**src/rtl/dly_cmd_sequencer.sv**
```systemverilog
`timescale 1ns/1ps
`default_nettype none
// ============================================================================
// Module   : dly_cmd_sequencer
// Purpose  : Time-multiplexed controller for the gearbox delay-line address
//            bus. Per-channel load/adjust/read requests are latched as pending
//            commands and granted round-robin. Each grant becomes one
//            address/strobe sequence to the gearbox. The tap value returned
//            after settling is captured into a per-channel register bank.
// Ports    : clk, rst (sync, active-low)
//            usr_dly_ld / usr_dly_adj / usr_dly_incdec / usr_rd_dly_value :
//                per-channel request pulses and adjust direction
//            g2f_dly_tap_value     : tap value of the addressed gearbox site
//            f2g_dly_addr / f2g_dly_ld / f2g_dly_adj / f2g_dly_incdec :
//                gearbox delay-control bus
//            usr_dly_tap_value_out : captured tap, channel k at [k*TW +: TW]
//            usr_dly_done          : one-cycle completion pulse per channel
//            busy                  : sequencer is not idle
// Revision : 1.0 - initial release
// ============================================================================
module dly_cmd_sequencer #(
    parameter int                      NUM_GB_SITES = 20,
    parameter logic [NUM_GB_SITES-1:0] DLY_LOC      = 'h0_C117,
    parameter int                      NUM_CH       = 20,
    parameter int                      ADDR_WIDTH   = 5,
    parameter int                      TAP_WIDTH    = 6,
    parameter int                      SETTLE_CYC   = 2
) (
    input  logic                          clk,
    input  logic                          rst,
    input  logic [NUM_CH-1:0]             usr_dly_ld,
    input  logic [NUM_CH-1:0]             usr_dly_adj,
    input  logic [NUM_CH-1:0]             usr_dly_incdec,
    input  logic [NUM_CH-1:0]             usr_rd_dly_value,
    input  logic [TAP_WIDTH-1:0]          g2f_dly_tap_value,
    output logic [ADDR_WIDTH-1:0]         f2g_dly_addr,
    output logic                          f2g_dly_ld,
    output logic                          f2g_dly_adj,
    output logic                          f2g_dly_incdec,
    output logic [NUM_CH*TAP_WIDTH-1:0]   usr_dly_tap_value_out,
    output logic [NUM_CH-1:0]             usr_dly_done,
    output logic                          busy
);

    // ------------------------------------------------------------------
    // Elaboration-time channel map
    // ------------------------------------------------------------------
    function automatic int f_num_mapped();
        int n;
        n = 0;
        for (int s = 0; s < NUM_GB_SITES; s++) begin
            if (DLY_LOC[s]) n++;
        end
        return (n < NUM_CH) ? n : NUM_CH;
    endfunction

    // Channel k -> index of the k-th set bit of DLY_LOC
    function automatic logic [NUM_CH*ADDR_WIDTH-1:0] f_site_tbl();
        logic [NUM_CH*ADDR_WIDTH-1:0] t;
        int                           k;
        t = '0;
        k = 0;
        for (int s = 0; s < NUM_GB_SITES; s++) begin
            if (DLY_LOC[s] && (k < NUM_CH)) begin
                t[k*ADDR_WIDTH +: ADDR_WIDTH] = ADDR_WIDTH'(s);
                k++;
            end
        end
        return t;
    endfunction

    function automatic logic [NUM_CH-1:0] f_map_mask();
        logic [NUM_CH-1:0] m;
        m = '0;
        for (int k = 0; k < NUM_CH; k++) begin
            if (k < f_num_mapped()) m[k] = 1'b1;
        end
        return m;
    endfunction

    localparam int                           c_NUM_MAPPED = f_num_mapped();
    localparam logic [NUM_CH*ADDR_WIDTH-1:0] c_SITE_TBL   = f_site_tbl();
    localparam logic [NUM_CH-1:0]            c_MAP_MASK   = f_map_mask();
    localparam int                           c_CH_W       = (NUM_CH > 1) ? $clog2(NUM_CH) : 1;
    localparam int                           c_CNT_W      = $clog2(SETTLE_CYC + 1);

    localparam logic [2:0] c_ST_IDLE    = 3'd0;
    localparam logic [2:0] c_ST_SETUP   = 3'd1;
    localparam logic [2:0] c_ST_STROBE  = 3'd2;
    localparam logic [2:0] c_ST_SETTLE  = 3'd3;
    localparam logic [2:0] c_ST_CAPTURE = 3'd4;

    localparam logic [1:0] c_OP_LD  = 2'd0;
    localparam logic [1:0] c_OP_ADJ = 2'd1;
    localparam logic [1:0] c_OP_RD  = 2'd2;

    // ------------------------------------------------------------------
    // State
    // ------------------------------------------------------------------
    logic [2:0]                  r_state;
    logic [2:0]                  w_state_nxt;
    logic [c_CH_W-1:0]           r_ch;
    logic [1:0]                  r_op;
    logic [c_CH_W-1:0]           r_rr_ptr;
    logic [c_CNT_W-1:0]          r_cnt;
    logic [NUM_CH-1:0]           r_ld_p;
    logic [NUM_CH-1:0]           r_adj_p;
    logic [NUM_CH-1:0]           r_rd_p;
    logic [NUM_CH-1:0]           r_inc_p;
    logic [ADDR_WIDTH-1:0]       r_addr;
    logic                        r_incdec;
    logic [NUM_CH*TAP_WIDTH-1:0] r_tap;
    logic [NUM_CH-1:0]           r_done;

    // ------------------------------------------------------------------
    // Round-robin arbiter: first requester at or after r_rr_ptr, wrapping
    // within the mapped channels only.
    // ------------------------------------------------------------------
    logic [NUM_CH-1:0] w_req;
    logic              w_grant_vld;
    logic [c_CH_W-1:0] w_grant_ch;
    logic [c_CH_W-1:0] w_idx;
    logic [1:0]        w_grant_op;
    int                w_pos;

    assign w_req = (r_ld_p | r_adj_p | r_rd_p) & c_MAP_MASK;

    always_comb begin
        w_grant_vld = 1'b0;
        w_grant_ch  = '0;
        w_pos       = 0;
        w_idx       = '0;
        for (int i = 0; i < c_NUM_MAPPED; i++) begin
            w_pos = int'(r_rr_ptr) + i;
            if (w_pos >= c_NUM_MAPPED) w_pos = w_pos - c_NUM_MAPPED;
            w_idx = c_CH_W'(w_pos);
            if (!w_grant_vld && w_req[w_idx]) begin
                w_grant_vld = 1'b1;
                w_grant_ch  = w_idx;
            end
        end
    end

    // ld > adj > rd within the granted channel
    always_comb begin
        w_grant_op = c_OP_RD;
        if (r_ld_p[w_grant_ch])       w_grant_op = c_OP_LD;
        else if (r_adj_p[w_grant_ch]) w_grant_op = c_OP_ADJ;
    end

    // ------------------------------------------------------------------
    // FSM
    // ------------------------------------------------------------------
    always_ff @(posedge clk) begin
        if (!rst) r_state <= c_ST_IDLE;
        else      r_state <= w_state_nxt;
    end

    always_comb begin
        w_state_nxt = r_state;
        case (r_state)
            c_ST_IDLE:    if (w_grant_vld) w_state_nxt = c_ST_SETUP;
            c_ST_SETUP:   w_state_nxt = (r_op == c_OP_RD) ? c_ST_SETTLE : c_ST_STROBE;
            c_ST_STROBE:  w_state_nxt = c_ST_SETTLE;
            c_ST_SETTLE:  if (r_cnt == c_CNT_W'(SETTLE_CYC - 1)) w_state_nxt = c_ST_CAPTURE;
            c_ST_CAPTURE: w_state_nxt = c_ST_IDLE;
            default:      w_state_nxt = c_ST_IDLE;
        endcase
    end

    // ------------------------------------------------------------------
    // Pending bits. Clears happen in SETUP; a coincident request wins.
    // Every op captures the tap, so any served op also retires a read.
    // ------------------------------------------------------------------
    logic [NUM_CH-1:0] w_sel;
    logic [NUM_CH-1:0] w_clr_ld;
    logic [NUM_CH-1:0] w_clr_adj;
    logic [NUM_CH-1:0] w_clr_rd;
    logic [NUM_CH-1:0] w_set_adj;

    assign w_sel     = NUM_CH'(1) << r_ch;
    assign w_clr_rd  = (r_state == c_ST_SETUP) ? w_sel : '0;
    assign w_clr_ld  = ((r_state == c_ST_SETUP) && (r_op == c_OP_LD))  ? w_sel : '0;
    assign w_clr_adj = ((r_state == c_ST_SETUP) && (r_op == c_OP_ADJ)) ? w_sel : '0;
    assign w_set_adj = usr_dly_adj & c_MAP_MASK;

    always_ff @(posedge clk) begin
        if (!rst) begin
            r_ld_p  <= '0;
            r_adj_p <= '0;
            r_rd_p  <= '0;
            r_inc_p <= '0;
        end else begin
            r_ld_p  <= (r_ld_p  & ~w_clr_ld)  | (usr_dly_ld & c_MAP_MASK);
            r_adj_p <= (r_adj_p & ~w_clr_adj) | w_set_adj;
            r_rd_p  <= (r_rd_p  & ~w_clr_rd)  | (usr_rd_dly_value & c_MAP_MASK);
            r_inc_p <= (r_inc_p & ~w_set_adj) | (usr_dly_incdec & w_set_adj);
        end
    end

    // ------------------------------------------------------------------
    // Command datapath
    // ------------------------------------------------------------------
    always_ff @(posedge clk) begin
        if (!rst) begin
            r_ch     <= '0;
            r_op     <= c_OP_LD;
            r_rr_ptr <= '0;
            r_cnt    <= '0;
            r_addr   <= '0;
            r_incdec <= 1'b0;
            r_tap    <= '0;
            r_done   <= '0;
        end else begin
            r_done <= '0;
            r_cnt  <= (r_state == c_ST_SETTLE) ? r_cnt + 1'b1 : '0;
            if ((r_state == c_ST_IDLE) && w_grant_vld) begin
                r_ch     <= w_grant_ch;
                r_op     <= w_grant_op;
                // Address is loaded at grant so it is already valid in SETUP
                r_addr   <= c_SITE_TBL[w_grant_ch*ADDR_WIDTH +: ADDR_WIDTH];
                r_rr_ptr <= (int'(w_grant_ch) == c_NUM_MAPPED - 1) ? '0 : w_grant_ch + 1'b1;
            end
            if (r_state == c_ST_SETUP) begin
                r_incdec <= r_inc_p[r_ch];
            end
            if (r_state == c_ST_CAPTURE) begin
                r_tap[r_ch*TAP_WIDTH +: TAP_WIDTH] <= g2f_dly_tap_value;
                r_done[r_ch]                       <= 1'b1;
            end
        end
    end

    // During SETUP the direction follows inc_p live (so a merged adjust's
    // latest direction is used); from STROBE on it is held in r_incdec.
    assign f2g_dly_addr          = r_addr;
    assign f2g_dly_incdec        = (r_state == c_ST_SETUP) ? r_inc_p[r_ch] : r_incdec;
    assign f2g_dly_ld            = (r_state == c_ST_STROBE) && (r_op == c_OP_LD);
    assign f2g_dly_adj           = (r_state == c_ST_STROBE) && (r_op == c_OP_ADJ);
    assign usr_dly_tap_value_out = r_tap;
    assign usr_dly_done          = r_done;
    assign busy                  = (r_state != c_ST_IDLE);

endmodule
`default_nettype wire

```
**config.mk**
```make
export PLATFORM = sky130hd
export DESIGN_NAME = dly_cmd_sequencer
export DESIGN_NICKNAME = d
export VERILOG_FILES = /design/src/rtl/dly_cmd_sequencer.sv
export SDC_FILE = /design/constraint.sdc
export NUM_CORES = 1
export LEC_CHECK = 0
export BUFFER_PORTS_ARGS = -buffer_cell sky130_fd_sc_hd__buf_2
export CORE_MARGIN = 1.5
export CORE_UTILIZATION = 60
export DETAILED_ROUTE_END_ITERATION = 6
export PLACE_DENSITY = 0.82
export SYNTH_ARGS = -nofsm -noshare
export SYNTH_HDL_FRONTEND = slang
export SYNTH_SLANG_ARGS = --single-unit
export TNS_END_PERCENT = 50
```
**constraint.sdc**
```tcl
create_clock -name clk -period 8.4 [get_ports clk]
set_input_delay 0.84 -clock clk [delete_from_list [all_inputs] [get_ports clk]]
set_output_delay 0.84 -clock clk [all_outputs]
set_load 0.03 [all_outputs]
```
==> metrics.md <==
| Metric | Value |
|---|---|
| Antenna violations before repair | 0 |
| Worst reg2reg endpoint | r_op[1] |
| Height of the chip | around 140 µm |
| Share of flip-flops with an asynchronous set or reset after synthesis | 0% |
| Mean number of vias per cell | around 6.4 |
| Starting density of the core | just over 60% |
| Total of endpoints with negative setup slack in the final report | 0 |
| Worst Reg-to-Reg Cells | 15 |
| Total of max-cap violations | 0 |
| Drt wl/cell | roughly 19 µm |
| HP Start | r_cnt[0] |
| Combined flip-flop and latch cell area | between 3000 and 4000 µm² |
| Vias in the first global route | around 11000 |
| Area of the placeable core | 18700 µm² |
| Hold-fix buffers at CTS | 0 |
| Post-Syn Area | 11400 µm² |
| Die X | 141 µm |
| DPL Wire Length | ~24000 µm |
| Final-stage net count | around 1700 |
| Synth Flop Type | dfxtp_1 |
| Total global routing track utilization | between 30% and 40% |
| Library cell used as clock root buffer | clkbuf_16 |
| Fmax achieved | 180 MHz |
| CTS tree | built |
| Clock transition at path regs | approximately 70 ps |
| Total setup buffers inserted after CTS | 0 |
| # rows | 50 |
| Maximum clock skew at final layout | around 19 ps |
| Area growth from synthesis to final layout | 13.2% |
| Critical path capture point type | register |
| Crit Reg-Reg Startpoint | r_rr_ptr[0] |
| Setup TNS | 0 ps |
| Max-slew headroom at the worst pin | approximately a quarter |
| Crit start category | register |
| Maximum number of pins on one net before global-route repair | between 100 and 150 |
| Max IR drop VDD | ~0.22 mV |
| Hold Path Sink | r_cnt[0] |
| First drt pass iteration count | 5 |
| #FFs+latches synth | 190 |
| Global-route wire length before repair | ~54000 µm |
| Number of fillers in the final layout | about 1500 |
| Number of I/O pins | ~240 |
| Count of warnings emitted by yosys | 0 |
| Wire length reported by the detailed router | about 34000 µm |
| Result of the run | finished clean |
| Final Max Tran Viols | 0 |
| Worst Max-Slew Pin Slew | about 1100 ps |
| Post-placement cell count | 1799 |
| Fraction of layout instances using a drive strength above 1 | between 10% and 20% |
| Syn nets | roughly 1600 |
| Clock latency on the worst-skew pair | 450 ps |
| Worst endpoint required time | just under 9000 ps |
| Min-Delay Path Class | register to register |
| Critical path class | register to register |
| Fraction of the cycle the final worst path needs | between 60 and 70% |
| Placer congestion estimate | 0.985 |
| Number of buffers between clock root and the deepest sink | 2 |
| RSZ-0062 raised after global routing | false |
| CTS buffer count | 17 |
| Number of standard cells in the layout, taps in and fillers out | between 1500 and 2000 |
| Mean instance size in the synthesized netlist | between 7 and 8 µm² |
| Syn Inst Count | 1464 |
| Power density normalized to cell area | approximately 350 nW/µm² |
| Maximum fanout along the worst path | 39 |
| Worst hold path depth | 1 |
| Final Hold Vio Count | 0 |
| Grt total ovfl | 0 |
| Arrival time of the worst setup path | 5910 ps |
| Clock sink count | 190 |
| Leakage | roughly 5.3 nW |
| Detail Route Antenna Nets | 0 |
| Routed vias | approximately 12000 |
| Starting DRC count in detailed routing | about 1400 |
| Area used by multi-input combinational logic | between 7000 and 8000 µm² |
| Count of different cell masters after synthesis | 97 |
| Die Footprint | between 15000 and 20000 µm² |
| Post-synthesis sequential area ratio | between 30% and 40% |
| Register-to-Register Setup Slack | about 2800 ps |
| Count of input and output buffers | roughly 180 |
| Level count of the clock H-tree | 4 |
| Post-layout minimum cycle time | about 5600 ps |
| Post_cts resized | 0 |
| Number of diodes | 0 |
| Number of DRC violations after detailed routing | 0 |
| EDFF count, synth | 0 |
[critical path, cell delays in order (launching register included)]
cell	delay, ps
dfxtp_1	330
buf_4	370
ha_1	880
xor2_2	550
a2111oi_0	180
or4_4	580
and4bb_4	230
a2bb2oi_4	150
and4_4	270
nand2_2	80
o32ai_2	390
and2_1	390
inv_2	130
mux4_2	460
o2bb2ai_1	200
o31ai_2	270
[cell type report]
class	count	share of cell area (%)
Sequential cell	190	29.4
Inverter	41	1.21
Clock buffer	17	3.29
Tap cell	234	2.26
Timing Repair Buffer	200	8.06
Clock inverter	15	1.54
Multi-Input combinational cell	1134	54.3
[how the worst max path moves through the flow]
stage          depth (start not counted)  slack [ps]       to   startpoint
2_1_floorplan                         20        3890  r_op[1]  r_rr_ptr[0]
3_3_place_gp                          15        3170  r_op[0]  r_rr_ptr[0]
3_5_place_dp                          15        3070  r_op[0]  r_rr_ptr[0]
4_1_cts                               15        2950  r_op[1]  r_rr_ptr[0]
5_1_grt                               13        2610  r_op[0]  r_rr_ptr[0]
6_report                              15        2850  r_op[1]  r_rr_ptr[0]
[sequential cells by signal, summed over array words and instances (netlist names)]
signal                 cells
f2g_dly_addr               4
r_adj_p                    7
r_ch                       5
r_cnt                      2
r_inc_p                    7
r_incdec                   1
r_ld_p                     7
r_op                       2
r_rd_p                     7
r_rr_ptr                   5
r_state                    3
usr_dly_done              20
usr_dly_tap_value_out    120
[kinds of logic after synthesis]
logic type | Yosys count | share of synthesized area (%)
simple gates | 596 | 24.8
compound gates | 389 | 22.5
flops | 190 | 33.3
buf+inv | 140 | 5.40
mux | 79 | 7.28
xor+xnor | 35 | 2.94
fa+ha+maj | 34 | 3.79
other cells | 1 | 0.0328
[cells in the final DEF, fill, tap and decap left out, drive strengths merged, types with 11 or more instances in the layout]
| cell type | n |
|---|---|
| o21ai | 92 |
| mux2i | 70 |
| xor2 | 11 |
| nor2b | 17 |
| clkbuf | 17 |
| nand4 | 14 |
| nand2 | 134 |
| a211oi | 36 |
| o22ai | 21 |
| inv | 50 |
| buf | 200 |
| a21oi | 118 |
| or3 | 19 |
| ha | 33 |
| a31oi | 13 |
| and2 | 14 |
| nor3 | 65 |
| dfxtp | 190 |
| nand2b | 19 |
| nor2 | 212 |
| nand3 | 49 |
| xnor2 | 24 |
[cell usage after synthesis (all sizes together) (4+ instances only)]
cell type / number / area [µm²]
nor2: 212 / 796
dfxtp: 190 / 3800
nand2: 134 / 508
a21oi: 118 / 606
o21ai: 92 / 460
mux2i: 70 / 704
clkbuf: 69 / 259
nor3: 65 / 330
nand3: 49 / 255
inv: 41 / 154
a211oi: 36 / 285
ha: 33 / 413
buf: 30 / 205
xnor2: 24 / 233
o22ai: 21 / 131
nand2b: 19 / 119
or3: 19 / 124
nor2b: 17 / 106
and2: 14 / 87.6
nand4: 14 / 87.6
a31oi: 13 / 81.3
xor2: 11 / 104
a21boi: 9 / 67.6
a21o: 9 / 67.6
nor4: 9 / 62.6
o221ai: 9 / 96.4
or2: 9 / 56.3
o211ai: 8 / 65.1
and3: 7 / 43.8
mux2: 7 / 82.6
nor3b: 7 / 62.6
o32ai: 7 / 68.8
a211o: 6 / 52.6
a22oi: 6 / 45.0
a2111oi: 5 / 56.3
nand3b: 5 / 37.5
nor4b: 5 / 43.8
a311o: 4 / 40.0
and3b: 4 / 35.0
and4: 4 / 40.0
o21a: 4 / 30.0
[metrics by stage]
| step | util [%] | total power, mW | worst slack (ps) | area [µm²] | hold slack [ps] |
|---|---|---|---|---|---|
| after floorplan | - | 2.93 | 3890 | 11400 | 399 |
| after global placement | 65.9 | 3.51 | 3170 | 12300 | 410 |
| after detailed placement | 65.9 | 3.55 | 3070 | 12300 | 424 |
| after CTS | 69.2 | 4.40 | 2950 | 12900 | 440 |
| after global routing | 69.2 | 4.73 | 2610 | 12900 | 478 |
| final | 69.2 | 4.48 | 2850 | 12900 | 440 |
[per-layer routing]
metal / routed length (µm) / global-route usage [%] / share of wire (%)
met2: 15100 / 51.8 / 44
met3: 3320 / 8.15 / 9.7
met1: 14800 / 46.1 / 43
met5: 0 / 0 / 0
met4: 1000 / 13.0 / 2.9
[power breakdown]
part | switching (mW) | leakage [nW] | internal [mW]
clock network | 0.423 | 0.302 | 0.413
registers | 0.0456 | 1.54 | 0.932
logic | 1.83 | 3.49 | 0.840
total | 2.29 | 5.33 | 2.18
(Power assumes the default switching activity.)
